[config.mk]
export PLATFORM = sky130hd
export DESIGN_NAME = mano_io_ctrl
export DESIGN_NICKNAME = d
export VERILOG_FILES = /design/src/rtl/mano_io_pkg.sv /design/src/rtl/mano_io_fifo.sv /design/src/rtl/mano_io_ctrl.sv
export SDC_FILE = /design/constraint.sdc
export NUM_CORES = 1
export LEC_CHECK = 0
export CAP_MARGIN = 40
export CORE_AREA = 2 2 52 54
export CTS_CLUSTER_DIAMETER = 40
export DETAILED_ROUTE_END_ITERATION = 10
export DIE_AREA = 0 0 54 56
export PLACE_DENSITY = 0.79
export SETUP_SLACK_MARGIN = 0.15
export SYNTH_ARGS = -nofsm -noshare
export SYNTH_HDL_FRONTEND = slang
export SYNTH_SLANG_ARGS = --single-unit
[constraint.sdc]
create_clock -name io_clock -period 2.7 [get_ports io_clock]
set_input_delay 0.405 -clock io_clock [delete_from_list [all_inputs] [get_ports io_clock]]
set_output_delay 0.405 -clock io_clock [all_outputs]
set_load 0.05 [all_outputs]
[src/rtl/mano_io_pkg.sv]
// mano_io_pkg
// Shared definitions for the Mano machine character I/O controller:
// output-channel FSM states, IR bit positions of the register-I/O
// instructions and the default character width.
package mano_io_pkg;

  localparam int DATA_W_DEF = 8;

  // Bit positions inside IR[11:0] for register-I/O instructions
  localparam int IR_INP = 11;
  localparam int IR_OUT = 10;
  localparam int IR_SKI = 9;
  localparam int IR_SKO = 8;
  localparam int IR_ION = 7;
  localparam int IR_IOF = 6;

  // Output channel: IDLE means OUTR is free (FGO=1), SEND means a
  // character is being offered to the output device
  typedef enum logic {
    OST_IDLE = 1'b0,
    OST_SEND = 1'b1
  } ost_e;

endpackage

[src/rtl/mano_io_fifo.sv]
// mano_io_fifo
// Small synchronous FIFO that buffers characters from the input device
// behind INPR.  The head entry is visible combinationally.
//
// Ports:
//   clock      in   rising-edge clock
//   reset      in   synchronous active-high reset (empties the FIFO)
//   push       in   write push_data this cycle (ignored when full)
//   push_data  in   DATA_W character to store
//   pop        in   drop the head entry this cycle (ignored when empty)
//   head       out  oldest stored character
//   full       out  all DEPTH entries occupied
//   empty      out  no entries stored
module mano_io_fifo #(
  parameter int DATA_W = 8,
  parameter int DEPTH  = 4
) (
  input  logic              clock,
  input  logic              reset,
  input  logic              push,
  input  logic [DATA_W-1:0] push_data,
  input  logic              pop,
  output logic [DATA_W-1:0] head,
  output logic              full,
  output logic              empty
);

  localparam int PTR_W = $clog2(DEPTH);
  localparam int CNT_W = PTR_W + 1;

  logic [DATA_W-1:0] mem [DEPTH];
  logic [PTR_W-1:0]  rd_ptr;
  logic [PTR_W-1:0]  wr_ptr;
  logic [CNT_W-1:0]  count;
  logic              push_ok;
  logic              pop_ok;

  assign full    = (count == CNT_W'(DEPTH));
  assign empty   = (count == '0);
  assign push_ok = push & ~full;
  assign pop_ok  = pop & ~empty;
  assign head    = mem[rd_ptr];

  // Storage is cleared on reset so the head reads as zero while empty.
  // DEPTH is a power of two, so the pointers wrap on their own.
  always_ff @(posedge clock) begin
    if (reset) begin
      rd_ptr <= '0;
      wr_ptr <= '0;
      count  <= '0;
      for (int i = 0; i < DEPTH; i++) begin
        mem[i] <= '0;
      end
    end else begin
      if (push_ok) begin
        mem[wr_ptr] <= push_data;
        wr_ptr      <= wr_ptr + 1'b1;
      end
      if (pop_ok) begin
        rd_ptr <= rd_ptr + 1'b1;
      end
      case ({push_ok, pop_ok})
        2'b10:   count <= count + 1'b1;
        2'b01:   count <= count - 1'b1;
        default: count <= count;
      endcase
    end
  end

endmodule

[src/rtl/mano_io_ctrl.sv]
// mano_io_ctrl
// Character I/O controller for the Mano machine.  Owns INPR/OUTR, the
// FGI/FGO/IEN flags and the interrupt request, and runs valid/ready
// handshakes towards the input and output character devices.
//
// Build option: define MANO_IO_INFIFO_EN to place a FIFO_DEPTH-entry
// input FIFO behind INPR (FGI = FIFO not empty, INP pops).  Without it
// INPR is a single register guarded by FGI.
//
// Ports:
//   io_clock, io_reset          clock, synchronous active-high reset
//   io_iostb                    register-I/O instruction executes now
//   io_ir[11:0]                 INP/OUT/SKI/SKO/ION/IOF decode bits
//   io_ac                       accumulator character, source for OUT
//   io_int_ack                  CPU entered interrupt cycle, clears IEN
//   io_inpr                     current input character
//   io_skip                     skip condition for SKI/SKO (combinational)
//   io_fgi, io_fgo, io_ien      flag registers
//   io_irq                      interrupt request (combinational)
//   io_outr                     OUTR register
//   io_din_valid/data/ready     input device channel
//   io_dout_valid/data/ready    output device channel
module mano_io_ctrl
  import mano_io_pkg::*;
#(
  parameter int DATA_W     = DATA_W_DEF,
  parameter int FIFO_DEPTH = 4
) (
  input  logic              io_clock,
  input  logic              io_reset,
  input  logic              io_iostb,
  input  logic [11:0]       io_ir,
  input  logic [DATA_W-1:0] io_ac,
  input  logic              io_int_ack,
  output logic [DATA_W-1:0] io_inpr,
  output logic              io_skip,
  output logic              io_fgi,
  output logic              io_fgo,
  output logic              io_ien,
  output logic              io_irq,
  output logic [DATA_W-1:0] io_outr,
  input  logic              io_din_valid,
  input  logic [DATA_W-1:0] io_din_data,
  output logic              io_din_ready,
  output logic              io_dout_valid,
  output logic [DATA_W-1:0] io_dout_data,
  input  logic              io_dout_ready
);

  logic do_inp;
  logic do_out;
  logic do_ion;
  logic do_iof;
  logic fgi;
  logic fgo;
  logic ien;
  logic unused_ir;

  assign do_inp    = io_iostb & io_ir[IR_INP];
  assign do_out    = io_iostb & io_ir[IR_OUT];
  assign do_ion    = io_iostb & io_ir[IR_ION];
  assign do_iof    = io_iostb & io_ir[IR_IOF];
  assign unused_ir = ^io_ir[5:0];

  // ---------------------------------------------------------------
  // Output channel
  // ---------------------------------------------------------------
  ost_e              ost_state;
  ost_e              ost_next;
  logic [DATA_W-1:0] outr;
  logic [DATA_W-1:0] outr_next;

  always_ff @(posedge io_clock) begin
    if (io_reset) begin
      ost_state <= OST_IDLE;
      outr      <= '0;
    end else begin
      ost_state <= ost_next;
      outr      <= outr_next;
    end
  end

  // FGO is simply "channel idle".  An OUT arriving during SEND is
  // dropped so the character on the wire stays stable.
  always_comb begin
    ost_next      = ost_state;
    outr_next     = outr;
    fgo           = 1'b0;
    io_dout_valid = 1'b0;
    case (ost_state)
      OST_IDLE: begin
        fgo = 1'b1;
        if (do_out) begin
          outr_next = io_ac;
          ost_next  = OST_SEND;
        end
      end
      OST_SEND: begin
        io_dout_valid = 1'b1;
        if (io_dout_ready) begin
          ost_next = OST_IDLE;
        end
      end
      default: begin
        ost_next = OST_IDLE;
      end
    endcase
  end

  assign io_outr      = outr;
  assign io_dout_data = outr;

  // ---------------------------------------------------------------
  // Interrupt enable: int_ack beats IOF, IOF beats ION
  // ---------------------------------------------------------------
  always_ff @(posedge io_clock) begin
    if (io_reset) begin
      ien <= 1'b0;
    end else if (io_int_ack) begin
      ien <= 1'b0;
    end else if (do_iof) begin
      ien <= 1'b0;
    end else if (do_ion) begin
      ien <= 1'b1;
    end
  end

  // ---------------------------------------------------------------
  // Input channel
  // ---------------------------------------------------------------
`ifdef MANO_IO_INFIFO_EN
  logic fifo_full;
  logic fifo_empty;

  mano_io_fifo #(
    .DATA_W (DATA_W),
    .DEPTH  (FIFO_DEPTH)
  ) u_fifo (
    .clock     (io_clock),
    .reset     (io_reset),
    .push      (io_din_valid & ~fifo_full),
    .push_data (io_din_data),
    .pop       (do_inp),
    .head      (io_inpr),
    .full      (fifo_full),
    .empty     (fifo_empty)
  );

  assign io_din_ready = ~fifo_full;
  assign fgi          = ~fifo_empty;
`else
  localparam int unused_fifo_depth = FIFO_DEPTH;

  logic [DATA_W-1:0] inpr;

  // Acceptance is only possible while FGI=0, and INP with FGI=0 is a
  // no-op, so letting acceptance win a same-cycle INP is safe.
  always_ff @(posedge io_clock) begin
    if (io_reset) begin
      fgi  <= 1'b0;
      inpr <= '0;
    end else if (io_din_valid & ~fgi) begin
      fgi  <= 1'b1;
      inpr <= io_din_data;
    end else if (do_inp) begin
      fgi  <= 1'b0;
    end
  end

  assign io_din_ready = ~fgi;
  assign io_inpr      = inpr;
`endif

  // ---------------------------------------------------------------
  // Flags, skip and interrupt request
  // ---------------------------------------------------------------
  assign io_fgi  = fgi;
  assign io_fgo  = fgo;
  assign io_ien  = ien;
  assign io_skip = io_iostb & ((io_ir[IR_SKI] & fgi) | (io_ir[IR_SKO] & fgo));
  assign io_irq  = ien & (fgi | fgo);

endmodule

==> flow_summary.html <==
<table>
<tr><th>Metric</th><th>Value</th></tr>
<tr><th colspan="2">Timing</th></tr>
<tr><td>Tightest slew margin relative to the limit</td><td>0.527</td></tr>
<tr><td>Setup violation total in the final timing report</td><td>0</td></tr>
<tr><td>Timing-limited maximum frequency</td><td>419 MHz</td></tr>
<tr><td>Setup repair after global routing missed its margin</td><td>false</td></tr>
<tr><td>Final hold violations</td><td>0</td></tr>
<tr><td>Clock skew after layout</td><td>~0.00034 ns</td></tr>
<tr><td>Period utilisation layout</td><td>0.883</td></tr>
<tr><td>Fin. max-slew vios</td><td>0</td></tr>
<tr><td>Setup TNS</td><td>0 ns</td></tr>
<tr><td>Transition at the pin with the smallest max-transition slack</td><td>0.708 ns</td></tr>
<tr><td>Min Tclk post-route</td><td>between 2 and 2.5 ns</td></tr>
<tr><th colspan="2">Logic synthesis</th></tr>
<tr><td>Area contributors post-synth</td><td>sky130_fd_sc_hd__dfxtp_1 (50%), sky130_fd_sc_hd__nand2_1 (16%), sky130_fd_sc_hd__a21oi_1 (12%), sky130_fd_sc_hd__buf_4 (8.8%), sky130_fd_sc_hd__buf_2 (2.6%)</td></tr>
<tr><td>Share of the yosys chip area belonging to registers</td><td>0.498</td></tr>
<tr><td>Ranking of synthesized cells by instance count</td><td>sky130_fd_sc_hd__nand2_1 (33), sky130_fd_sc_hd__a21oi_1 (19), sky130_fd_sc_hd__dfxtp_1 (19)</td></tr>
<tr><td>Post-synth cell types</td><td>14</td></tr>
<tr><td>Total number of yosys warnings</td><td>0</td></tr>
<tr><td>Synthesized area per cell</td><td>approximately 8 µm²</td></tr>
<tr><td>Total of flip-flops plus latches after synthesis</td><td>19</td></tr>
<tr><td>Number of flops mapped to enable cells by yosys</td><td>0</td></tr>
<tr><td>Gate count of the mapped netlist</td><td>96</td></tr>
<tr><td>Cell with the most instances after synthesis</td><td>sky130_fd_sc_hd__nand2_1</td></tr>
<tr><td>Net count after synthesis</td><td>130</td></tr>
<tr><td>Netlist Area Pre-Place</td><td>764 µm²</td></tr>
<tr><td>Share of Yosys cell area claimed by the top area cell type</td><td>0.498</td></tr>
<tr><td>Commonest register cell after synthesis</td><td>sky130_fd_sc_hd__dfxtp_1</td></tr>
<tr><td>Post-synth top area cell</td><td>sky130_fd_sc_hd__dfxtp_1</td></tr>
<tr><td>Post-synthesis async set-or-reset flop share</td><td>0</td></tr>
<tr><th colspan="2">Global route</th></tr>
<tr><td>Total congestion overflow</td><td>0</td></tr>
<tr><td>Number of global-route vias before repair</td><td>approximately 750</td></tr>
<tr><td>Maximum number of pins on one net before global-route repair</td><td>20</td></tr>
<tr><td>Antenna violations before repair</td><td>0</td></tr>
<tr><td>Global-route wire length before repair</td><td>between 3000 and 4000 µm</td></tr>
<tr><td>Aggregate global-route resource usage</td><td>0.140</td></tr>
<tr><th colspan="2">Detailed routing</th></tr>
<tr><td>Routed wl met2</td><td>1030 µm</td></tr>
<tr><td># DRC</td><td>0</td></tr>
<tr><td>Total detailed-routing wirelength</td><td>about 2100 µm</td></tr>
<tr><td>Total routed wire length on the met1 layer</td><td>between 800 and 900 µm</td></tr>
<tr><td>Initial drt markers</td><td>6</td></tr>
<tr><td>1st-pass router iterations</td><td>4</td></tr>
<tr><td>Via count</td><td>just over 800</td></tr>
<tr><td>Sum of met3 wire segment lengths after detailed routing</td><td>259 µm</td></tr>
<tr><td>Highest routed layer</td><td>met4</td></tr>
<tr><td>Number of routed nets with antenna violations</td><td>0</td></tr>
<tr><td>Average detailed-routed wire length per instance</td><td>between 10 and 15 µm</td></tr>
<tr><td>Via/cell ratio</td><td>4.63</td></tr>
<tr><th colspan="2">Layout</th></tr>
<tr><td>Post-route standard cell area excluding fillers</td><td>between 1000 and 1500 µm²</td></tr>
<tr><td># fillers</td><td>between 200 and 250</td></tr>
<tr><td>Antenna diodes</td><td>0</td></tr>
<tr><td>Layout overhead on the synthesized area</td><td>72.8%</td></tr>
<tr><td>Proportion of layout cells with a drive suffix above 1</td><td>0.0207</td></tr>
<tr><td># nets final</td><td>180</td></tr>
<tr><td>Total area of multi-input combinational cells</td><td>289 µm²</td></tr>
<tr><td>Reg area</td><td>380 µm²</td></tr>
<tr><th colspan="2">Clock tree</th></tr>
<tr><td>TritonCTS Buffers</td><td>3</td></tr>
<tr><td>Number of buffers inserted for hold repair after clock tree synthesis</td><td>0</td></tr>
<tr><td>Largest buffer count on any clock path</td><td>2</td></tr>
<tr><td>Count of instances resized after the clock tree is built</td><td>0</td></tr>
<tr><td>Clock Sinks</td><td>19</td></tr>
<tr><td>CTS tree</td><td>done</td></tr>
<tr><td>CTS Root Cell</td><td>sky130_fd_sc_hd__clkbuf_4</td></tr>
<tr><td>Clock latency of the later-clocked register in the worst-skew pair</td><td>0.28 ns</td></tr>
<tr><td>Clock-pin slew reported for the worst setup and hold paths after clock tree synthesis</td><td>0.10 ns</td></tr>
<tr><td>Number of buffers added for setup after CTS</td><td>0</td></tr>
<tr><td>CTS H-Tree Depth</td><td>1</td></tr>
<tr><th colspan="2">Flow run</th></tr>
<tr><td>Max-capacitance violation count</td><td>0</td></tr>
<tr><th colspan="2">Critical path</th></tr>
<tr><td>Element type at the critical path end</td><td>primary output</td></tr>
<tr><td>CP startpoint kind</td><td>primary input</td></tr>
<tr><td>Type of the setup path with the least slack</td><td>in -&gt; out</td></tr>
<tr><td>Required time at the worst-slack endpoint</td><td>2.30 ns</td></tr>
<tr><td>Maximum fanout along the worst path</td><td>6</td></tr>
<tr><td>Data arrival time of the critical path</td><td>just under 2 ns</td></tr>
<tr><th colspan="2">Power</th></tr>
<tr><td>P_sw</td><td>~220 µW</td></tr>
<tr><td>Clock power share</td><td>0.211</td></tr>
<tr><td>Switching part of the total power</td><td>0.332</td></tr>
<tr><td>PD cells</td><td>roughly 500 nW/µm²</td></tr>
<tr><td>Register share of total power</td><td>0.466</td></tr>
<tr><td>Lkg Pwr</td><td>0.479 nW</td></tr>
<tr><td>Share of total power in combinational logic</td><td>0.323</td></tr>
<tr><td>Overall power after layout</td><td>~660 µW</td></tr>
<tr><td>Worst-case vdd ir drop</td><td>about 0.00024 V</td></tr>
<tr><td>Internal power</td><td>around 440 µW</td></tr>
<tr><th colspan="2">Floorplan</th></tr>
<tr><td>Total number of placement rows</td><td>18</td></tr>
<tr><td>Core area</td><td>approximately 2400 µm²</td></tr>
<tr><td>Total die area</td><td>between 3000 and 4000 µm²</td></tr>
<tr><td>Ports</td><td>between 60 and 70</td></tr>
<tr><td>Height of the die</td><td>~56 µm</td></tr>
<tr><td>Die Width</td><td>~54 µm</td></tr>
<tr><td>Initial Utilization</td><td>0.314</td></tr>
<tr><th colspan="2">Place</th></tr>
<tr><td>Placed cell area</td><td>1290 µm²</td></tr>
<tr><td>Number of buffer cells added on primary ports</td><td>58</td></tr>
<tr><td>Final GP Congestion</td><td>~0.78</td></tr>
<tr><td>Post-DP HPWL</td><td>approximately 1700 µm</td></tr>
<tr><th colspan="2">Status</th></tr>
<tr><td>Result of the run</td><td>finished, final reports clean</td></tr>
<tr><th colspan="2">Hold path</th></tr>
<tr><td>Min-Delay Path Class</td><td>reg -&gt; reg</td></tr>
</table>
## power groups by stage
stage / Sequential, mW / Combinational [mW] / Clock [mW]
finish: 0.306 / 0.212 / 0.139
global route: 0.308 / 0.224 / 0.155
CTS: 0.306 / 0.214 / 0.147
detailed placement: 0.313 / 0.213 / 0
global placement: 0.312 / 0.210 / 0
floorplan: 0.365 / 0.0759 / 0
## worst max-delay path: stages
cell and delay (ns):
sky130_fd_sc_hd__clkdlybuf4s50_1 0.57, sky130_fd_sc_hd__nor2b_1 0.18, sky130_fd_sc_hd__clkdlybuf4s50_1 0.83
## final timing paths
kind	start	to	slack, ns	depth (start not counted)
min	io_inpr[3]	io_inpr[3]	0.46	2
max reg2reg	io_fgi	io_inpr[5]	1.49	3
min reg2reg	io_inpr[3]	io_inpr[3]	0.46	2
max	io_iostb	io_skip	0.32	3
## layer usage
metal	vias up	global-route usage
met5	-	0
met4	0	0.0536
met3	2	0.0403
met2	41	0.254
met1	369	0.143
li1	398	-
## through the flow
step / utilization / hold WS, ns / worst slack (ns) / instances
2_1_floorplan: - / 0.487 / 0.399 / 96
3_3_place_gp: 0.532 / 0.442 / 0.380 / 171
3_5_place_dp: 0.532 / 0.450 / 0.316 / 171
4_1_cts: 0.543 / 0.466 / 0.316 / 175
5_1_grt: 0.543 / 0.482 / 0.276 / 175
6_report: 0.543 / 0.462 / 0.315 / 175
## sequential cells by signal, summed over array words and instances (netlist names)
name and cells:
io_inpr 8, io_ien 1, io_fgi 1, io_dout_data 8, ost_state 1
## placed cells by master, fill, tap and decap left out
master,instances
sky130_fd_sc_hd__nand3b_1,1
sky130_fd_sc_hd__nor2b_1,2
sky130_fd_sc_hd__inv_1,2
sky130_fd_sc_hd__nor2_1,1
sky130_fd_sc_hd__dfxtp_1,19
sky130_fd_sc_hd__a21oi_1,19
sky130_fd_sc_hd__a2111oi_1,1
sky130_fd_sc_hd__a21boi_1,1
sky130_fd_sc_hd__nand2_1,33
sky130_fd_sc_hd__clkbuf_1,1
sky130_fd_sc_hd__clkdlybuf4s50_1,58
sky130_fd_sc_hd__nand2b_1,2
sky130_fd_sc_hd__clkbuf_4,3
sky130_fd_sc_hd__a22oi_1,1
sky130_fd_sc_hd__and3b_1,1
## logic make-up after synthesis
logic type             after synthesis  share of synthesized area
AO/OA/AOI/OAI                       22                      0.157
buffers and inverters               15                      0.124
flip-flops                          19                      0.498
AND/OR/NAND/NOR                     40                      0.221
## cell type report
class / instances / area share
Tap cell: 30 / 0.0284
Sequential cell: 19 / 0.288
Clock buffer: 4 / 0.0199
Timing Repair Buffer: 58 / 0.439
Multi-Input combinational cell: 62 / 0.219
Inverter: 2 / 0.00568
(Power assumes the default switching activity.)
